**src/rtl/sys_reset_seq_if.sv**
```systemverilog
// Bundle of sequencer control and status signals shared between the reset sequencer
// and the timer channels it drives.
interface sys_reset_seq_if #(
    parameter int NUM_CH = 4,
    parameter int DIV_W  = 8
);
    logic [NUM_CH*DIV_W-1:0] div_val;
    logic                    soft_rst_req;
    logic                    soft_rst_ack;
    logic [NUM_CH-1:0]       ch_rst;
    logic [NUM_CH-1:0]       ch_tick;
    logic                    seq_busy;

    modport master (
        output div_val,
        output soft_rst_req,
        input  soft_rst_ack,
        input  ch_rst,
        input  ch_tick,
        input  seq_busy
    );

    modport slave (
        input  div_val,
        input  soft_rst_req,
        output soft_rst_ack,
        output ch_rst,
        output ch_tick,
        output seq_busy
    );
endinterface

```
**src/rtl/sys_reset_seq.sv**
```systemverilog
// Staggered per-channel reset release plus per-channel programmable clock-enable ticks
// for the APB timer subsystem.
module sys_reset_seq #(
    parameter int NUM_CH   = 4,
    parameter int DIV_W    = 8,
    parameter int HOLD_CYC = 16,
    parameter int STAGGER  = 4
) (
    input logic            sys_clk,
    input logic            sys_reset,
    sys_reset_seq_if.slave bus
);
    localparam int MAX_CYC = (HOLD_CYC > STAGGER) ? HOLD_CYC : STAGGER;
    localparam int CNT_W   = $clog2(MAX_CYC + 1);
    localparam int IDX_W   = (NUM_CH > 1) ? $clog2(NUM_CH) : 1;

    typedef enum logic [1:0] {HOLD, RELEASE, RUN} state_t;

    state_t            state;
    logic [CNT_W-1:0]  seq_cnt;
    logic [IDX_W-1:0]  ch_idx;
    logic [NUM_CH-1:0] ch_rst_r;
    logic [NUM_CH-1:0] ch_tick_r;
    logic              busy_r;
    logic              ack_r;
    logic [NUM_CH-1:0] rel_vec;
    logic              soft_go;
    logic [DIV_W-1:0]  div_cnt [NUM_CH];

    // rel_vec marks the channel whose reset is cleared on this edge
    always_comb begin
        rel_vec = '0;
        soft_go = 1'b0;
        if (!sys_reset) begin
            case (state)
                HOLD: begin
                    if (seq_cnt == CNT_W'(HOLD_CYC - 1)) rel_vec[0] = 1'b1;
                end
                RELEASE: begin
                    if (seq_cnt == CNT_W'(STAGGER - 1)) begin
                        for (int i = 0; i < NUM_CH; i++) begin
                            if (ch_idx == IDX_W'(i)) rel_vec[i] = 1'b1;
                        end
                    end
                end
                RUN:     soft_go = bus.soft_rst_req;
                default: ;
            endcase
        end
    end

    always_ff @(posedge sys_clk) begin
        ack_r <= 1'b0;
        if (sys_reset) begin
            state    <= HOLD;
            seq_cnt  <= '0;
            ch_idx   <= '0;
            ch_rst_r <= '1;
            busy_r   <= 1'b1;
        end else begin
            ch_rst_r <= ch_rst_r & ~rel_vec;
            case (state)
                HOLD: begin
                    if (rel_vec[0]) begin
                        seq_cnt <= '0;
                        ch_idx  <= IDX_W'(1);
                        if (NUM_CH == 1) begin
                            state  <= RUN;
                            busy_r <= 1'b0;
                        end else begin
                            state <= RELEASE;
                        end
                    end else begin
                        seq_cnt <= seq_cnt + 1'b1;
                    end
                end
                RELEASE: begin
                    if (|rel_vec) begin
                        seq_cnt <= '0;
                        ch_idx  <= ch_idx + 1'b1;
                        if (ch_idx == IDX_W'(NUM_CH - 1)) begin
                            state  <= RUN;
                            busy_r <= 1'b0;
                        end
                    end else begin
                        seq_cnt <= seq_cnt + 1'b1;
                    end
                end
                RUN: begin
                    if (soft_go) begin
                        ack_r    <= 1'b1;
                        ch_rst_r <= '1;
                        busy_r   <= 1'b1;
                        seq_cnt  <= '0;
                        ch_idx   <= '0;
                        state    <= HOLD;
                    end
                end
                default: state <= HOLD;
            endcase
        end
    end

    // Divisor is sampled only at release and at each reload, so a change never cuts a period short
    always_ff @(posedge sys_clk) begin
        for (int i = 0; i < NUM_CH; i++) begin
            if (sys_reset || soft_go) begin
                div_cnt[i]   <= '0;
                ch_tick_r[i] <= 1'b0;
            end else if (rel_vec[i]) begin
                div_cnt[i]   <= bus.div_val[i*DIV_W +: DIV_W];
                ch_tick_r[i] <= 1'b0;
            end else if (ch_rst_r[i]) begin
                div_cnt[i]   <= '0;
                ch_tick_r[i] <= 1'b0;
            end else if (div_cnt[i] == '0) begin
                div_cnt[i]   <= bus.div_val[i*DIV_W +: DIV_W];
                ch_tick_r[i] <= 1'b1;
            end else begin
                div_cnt[i]   <= div_cnt[i] - 1'b1;
                ch_tick_r[i] <= 1'b0;
            end
        end
    end

    assign bus.ch_rst       = ch_rst_r;
    assign bus.ch_tick      = ch_tick_r;
    assign bus.seq_busy     = busy_r;
    assign bus.soft_rst_ack = ack_r;
endmodule

```
**src/flat_wrapper.sv**
```systemverilog
// flat-port wrapper written by rule: the top's interface ports become plain ports
module sys_reset_seq_flat 
#(
    parameter int NUM_CH   = 4,
    parameter int DIV_W    = 8,
    parameter int HOLD_CYC = 16,
    parameter int STAGGER  = 4
)
  (sys_clk, sys_reset, bus_div_val, bus_soft_rst_req, bus_soft_rst_ack, bus_ch_rst, bus_ch_tick, bus_seq_busy);
  sys_reset_seq_if #(.NUM_CH(NUM_CH), .DIV_W(DIV_W)) bus_i ();
  input logic sys_clk;
  input logic sys_reset;
  input wire logic [$bits(bus_i.div_val)-1:0] bus_div_val;
  input wire logic [$bits(bus_i.soft_rst_req)-1:0] bus_soft_rst_req;
  output wire logic [$bits(bus_i.soft_rst_ack)-1:0] bus_soft_rst_ack;
  output wire logic [$bits(bus_i.ch_rst)-1:0] bus_ch_rst;
  output wire logic [$bits(bus_i.ch_tick)-1:0] bus_ch_tick;
  output wire logic [$bits(bus_i.seq_busy)-1:0] bus_seq_busy;
  assign bus_i.div_val = bus_div_val;
  assign bus_i.soft_rst_req = bus_soft_rst_req;
  assign bus_soft_rst_ack = bus_i.soft_rst_ack;
  assign bus_ch_rst = bus_i.ch_rst;
  assign bus_ch_tick = bus_i.ch_tick;
  assign bus_seq_busy = bus_i.seq_busy;
  sys_reset_seq #(.NUM_CH(NUM_CH), .DIV_W(DIV_W), .HOLD_CYC(HOLD_CYC), .STAGGER(STAGGER)) u_core (.sys_clk(sys_clk), .sys_reset(sys_reset), .bus(bus_i));
endmodule
```
**config.mk**
```make
export PLATFORM = sky130hd
export DESIGN_NAME = sys_reset_seq_flat
export DESIGN_NICKNAME = d
export VERILOG_FILES = /design/src/rtl/sys_reset_seq_if.sv /design/src/rtl/sys_reset_seq.sv /design/src/flat_wrapper.sv
export SDC_FILE = /design/constraint.sdc
export NUM_CORES = 1
export LEC_CHECK = 0
export ABC_CLOCK_PERIOD_IN_PS = 3200
export BUFFER_PORTS_ARGS = -buffer_cell sky130_fd_sc_hd__buf_2
export CAP_MARGIN = 20
export CORE_MARGIN = 2
export CORE_UTILIZATION = 57
export DETAILED_ROUTE_END_ITERATION = 7
export GPL_TIMING_DRIVEN = 0
export PLACE_DENSITY = 0.8
export SETUP_SLACK_MARGIN = 0.2
export SLEW_MARGIN = 25
export SYNTH_ARGS = -nofsm -noshare
export SYNTH_HDL_FRONTEND = slang
export SYNTH_SLANG_ARGS = --single-unit
```
**constraint.sdc**
```tcl
create_clock -name sys_clk -period 3.2 [get_ports sys_clk]
set_input_delay 0.16 -clock sys_clk [delete_from_list [all_inputs] [get_ports sys_clk]]
set_output_delay 0.16 -clock sys_clk [all_outputs]
set_load 0.03 [all_outputs]
```
# [Word level (Yosys, flattened, before mapping)]
# Memory sizes are Yosys's and may differ from the RTL's.
# Cells that the tools add are included.
[op_classes] n_bitwise=19 reduce_logical=15 n_mux=115 eq_ne=11 multipliers=0 shifts=0 n_addsub=6 n_lt_le_gt_ge=0 div=0
[op_table] op="$mux 8" count=16
[op_table] op="$mux 1" count=81
[op_table] op="$logic_not 8->1" count=4
[op_table] op="$sub 8x1->8 const B" count=4
[op_table] op="$mux 4" count=4
[op_table] op="$or 1x1->1" count=16
[op_table] op="$mux 5" count=3
[op_table] op="$pmux 5 s3" count=1
[op_table] op="$pmux 2 s3" count=2
[op_table] op="$reduce_and 4->1" count=3
[op_table] op="$mux 2" count=5
[op_table] op="$ne 2x1->1 const B" count=4
[op_table] op="$eq 2x2->1 const B" count=3
[op_table] op="$add 5x1->5 const B" count=1
[op_table] op="$eq 5x2->1 const B" count=1
[op_table] op="$eq 5x4->1 const B" count=1
[op_table] op="$and 4x4->4" count=1
[op_table] op="$eq 2x1->1 const B" count=2
[op_table] op="$logic_not 2->1" count=2
[op_table] op="$not 4->4" count=1
[op_table] op="$pmux 1 s2" count=2
[op_table] op="$reduce_or 4->1" count=1
[op_table] op="$mux 3" count=1
[op_table] op="$reduce_bool 3->1" count=1
[op_table] op="6 further kinds" count=6
[word_totals] memories=1 ff_bits=19 out_inout_bits=10 inputBits=35 latchBits=0 rom_bits=0 ramBits=32
[mem_list] memory="u_core.div_cnt" depth=4 width=8 rd=4 rd_ports_with_merged_regs=0 wr=4 line_no="sys_reset_seq.sv:28" source="logic [DIV_W-1:0] div_cnt [NUM_CH];"

# [Longest topological paths before layout]
[logic_depth] ltp_word=12 depth_mapped=9 depth_no_buf=8

# [Least setup slack after synthesis]
# Ideal clock, no wire load.
[synth_path] path_type="register to register" from="reg u_core.state[1]" to="mem u_core.div_cnt[1][0] (data pin)" setup_ns=0.262 n_path_buf=2 required_ns=2.938 path_stages_with_launch=10 t_arrival_ns=1.999 slack_ns=0.939 cell_sequence="dfxtp_1 inv_1 ha_1 buf_4 or3b_1 buf_6 nor2_1 nand2_1 nand3_1 o2bb2ai_1"
[synth_rtl] element="from (decl)" line_no="sys_reset_seq.sv:19" source="state_t state;"
[synth_rtl] element="from (signal assigned)" line_no="sys_reset_seq.sv:55" source="state <= HOLD;"
[synth_rtl] element="from (signal assigned)" line_no="sys_reset_seq.sv:68" source="state <= RUN;"
[synth_rtl] element="from (signal assigned)" line_no="sys_reset_seq.sv:71" source="state <= RELEASE;"
[synth_rtl] element="to (decl)" line_no="sys_reset_seq.sv:28"

==> run metrics <==
Tcrit/Tclk final 0.8307; Crit path arrival time 2.71 ns; post-CTS setup buffer count 0; DR pass1 iterations 4; Critical Path End Type flop; first-pass GRT wire length 10,360 um; slowest cell on the critical path dfxtp_1; area of the core between 5000 and 6000 sq um; Seq/Total Area, Yosys 0.4379; Slew @ Worst Pin ~0.61 ns; Worst Path Class, Setup flop to flop; Die W ~77 um; CTS H-tree lvls 2; EDFF count, synth 32; Final Hold Fails 0; Power Density between 300 and 400 nW/um^2; Max Slew Vio Count 0; Setup TNS Final 0 ns; synthesized flop and latch total 51; largest net degree at the start of global routing 16; commonest non-fill, non-tap cell in the layout buf_2; initial antenna violation count 0; FFs w/ async S/R, synth 0; Cells after Synth 294; DR vias 2,450; layout cells sized above 1 0.1676; clk root buf clkbuf_8; Clock Skews 0.002966 ns; detailed-route DRC error count 0; drt via density 5.493; Clock Pin Slew Worst Setup and Hold Paths 0.09 ns; diode count 0; Clock Latency Late Sink 0.31 ns; IO buf count 43; starting density of the core 0.5959; Peak VDD IR 250.5 uV; NetSw 0.2805 mW; vias in the first global route around 2,400; Final #Nets 426; final setup vio count 0; WHS 0.1230 ns; DRT antenna net count 0; final wirelength around 6100 um; fmax 0.3762 GHz; Leakage around 1.4 nW; CP Launch Type flop; num rows 26; Top FF cell, synth edfxtp_1; status finished clean; minimum clock period after layout between 2 and 3 ns; Netlist cell types 57; Die Ht 77.31 um; hpwl dp ~4600 um; clk sinks 51; gr ovfl total 0; die area 5976 sq um; sw frac 0.2208; CP Max Fanout 9; wire per inst 13.71 um; Mapped Area between 3000 and 4000 sq um; num ports 45; RSZ-0062 raised after global routing no; Total GRT Usage 0.2158; Synthesis Warnings 0; max_slew headroom 0.5897; Reg power frac 0.574; Int Pwr between 0.9 and 1 mW; gp weighted congestion 0.8663; Hold Crit Class input pin to flop; CP cell instances ha_1 > buf_4 > or3b_1 > buf_6 > nor2_1 > nand2_1 > nand3_1 > o2bb2ai_1; cts hold-fix bufs 0; TritonCTS buffer count 5; Placed Cells 438; slowest stage delay, CP 0.44 ns; Longest Clk Path Bufs 2; Mean Syn Cell Area 10.42 sq um; CTS tree built; Data required, critical path around 3.3 ns; clock power share 0.351; Non-Filler Instances 446; cts repair resizes 0; proportion of power drawn by combinational gates 0.074; Syn-to-layout area delta 17.16%; most frequent cells in the layout 44 x buf_2, 32 x edfxtp_1, 32 x conb_1; max cap viols 0; Iteration-0 DRC Markers roughly 180
[stage by stage]
| step | worst slack (ns) | power, mW | utilization | cell area (sq um) |
|---|---|---|---|---|
| after global routing | 0.3529 | 1.323 | 0.6982 | 3588 |
| after detailed placement | 0.5726 | 0.8371 | 0.6775 | 3482 |
| final | 0.5418 | 1.271 | 0.6982 | 3588 |
| after global placement | 0.6199 | 0.8339 | 0.6775 | 3482 |
| after CTS | 0.5640 | 1.281 | 0.6982 | 3588 |
| after floorplan | 0.9390 | 0.8014 | - | 3179 |
[layout make-up]
type,instances,area (sq um)
clock inverter,1,30.03
timing repair buffer,43,215.2
inverter,20,75.07
multi-input combinational,247,1717
clock buffer,7,76.32
buffer,7,46.29
fill,441,1551
tap,70,87.58
sequential,51,1341
[power groups by stage]
stage / clock, mW / combinational (mW) / sequential [mW]
after CTS: 0.457 / 0.0936 / 0.730
after global routing: 0.483 / 0.107 / 0.733
after floorplan: 0 / 0.0608 / 0.741
final: 0.446 / 0.0946 / 0.730
after detailed placement: 0 / 0.0920 / 0.745
after global placement: 0 / 0.0904 / 0.744
[synth_stat cells, types with 2 or more instances]
cell	number	share of area
o2bb2ai_1	24	0.069
buf_6	2	0.0074
nand4_1	3	0.0061
ha_1	16	0.065
o21ai_0	3	0.0049
a22o_1	3	0.0086
inv_1	19	0.023
edfxtp_1	32	0.31
dfxtp_1	19	0.12
o32ai_1	2	0.0057
nand2_1	20	0.025
a21oi_1	12	0.020
nor2b_1	3	0.0061
or4_1	4	0.0098
o21a_1	6	0.015
nor2_1	22	0.027
nor3_1	6	0.0098
nor4_1	8	0.016
a2111oi_0	2	0.0057
o41ai_4	2	0.018
or3_1	3	0.0061
clkbuf_1	3	0.0037
xnor2_1	15	0.043
nand3_1	18	0.029
a21o_1	6	0.015
xor2_1	7	0.020
nand2b_1	3	0.0061
o31ai_1	2	0.0049
[final timing paths]
check | from | end | slack, ns | depth (start not counted)
worst min register to register | u_core.seq_cnt[4] | u_core.seq_cnt[4] | 0.49 | 2
worst max register to register | u_core.state[0] | u_core.div_cnt[1][4] | 0.54 | 8
worst max-delay path | u_core.state[0] | u_core.div_cnt[1][4] | 0.54 | 8
worst min-delay path | bus_div_val[7] | u_core.div_cnt[0][7] | 0.12 | 2
[sequential cells by signal, summed over array words and instances (netlist names)]
signal                   flops
u_core.ch_idx                2
u_core.bus.seq_busy          1
u_core.div_cnt              32
u_core.bus.ch_rst            4
u_core.seq_cnt               5
u_core.bus.ch_tick           4
u_core.state                 2
u_core.bus.soft_rst_ack      1
[cell families (layout without fill, tap and decap cells)]
family                     count (synthesis)  after routing  synth area share
muxes                                      1              1          0.003268
adders and majority gates                 16             16           0.06536
and+or+nand+nor                           99             99            0.1708
AOI/OAI and AO/OA                         77             77            0.2190
other                                      1             32          0.001224
xor gates and xnor gates                  22             22           0.06291
DFF                                       51             51            0.4379
buffers and inverters                     27             78           0.03962
[layer usage]
metal	routed length, um	vias up	GRT usage
met5	0	-	0
met4	93	0	0.06964
met3	274	9	0.04235
met2	3022	59	0.3757
met1	2723	1139	0.2684
li1	-	1243	-
[critical path: cells and delay by family (launching register included)]
family | cells | cell delay, ns
buf+inv | 2 | 0.31
flops | 1 | 0.44
simple gates | 4 | 1.35
compound gates | 1 | 0.12
fa+ha+maj | 1 | 0.18
Power figures use the tool's default switching activity.
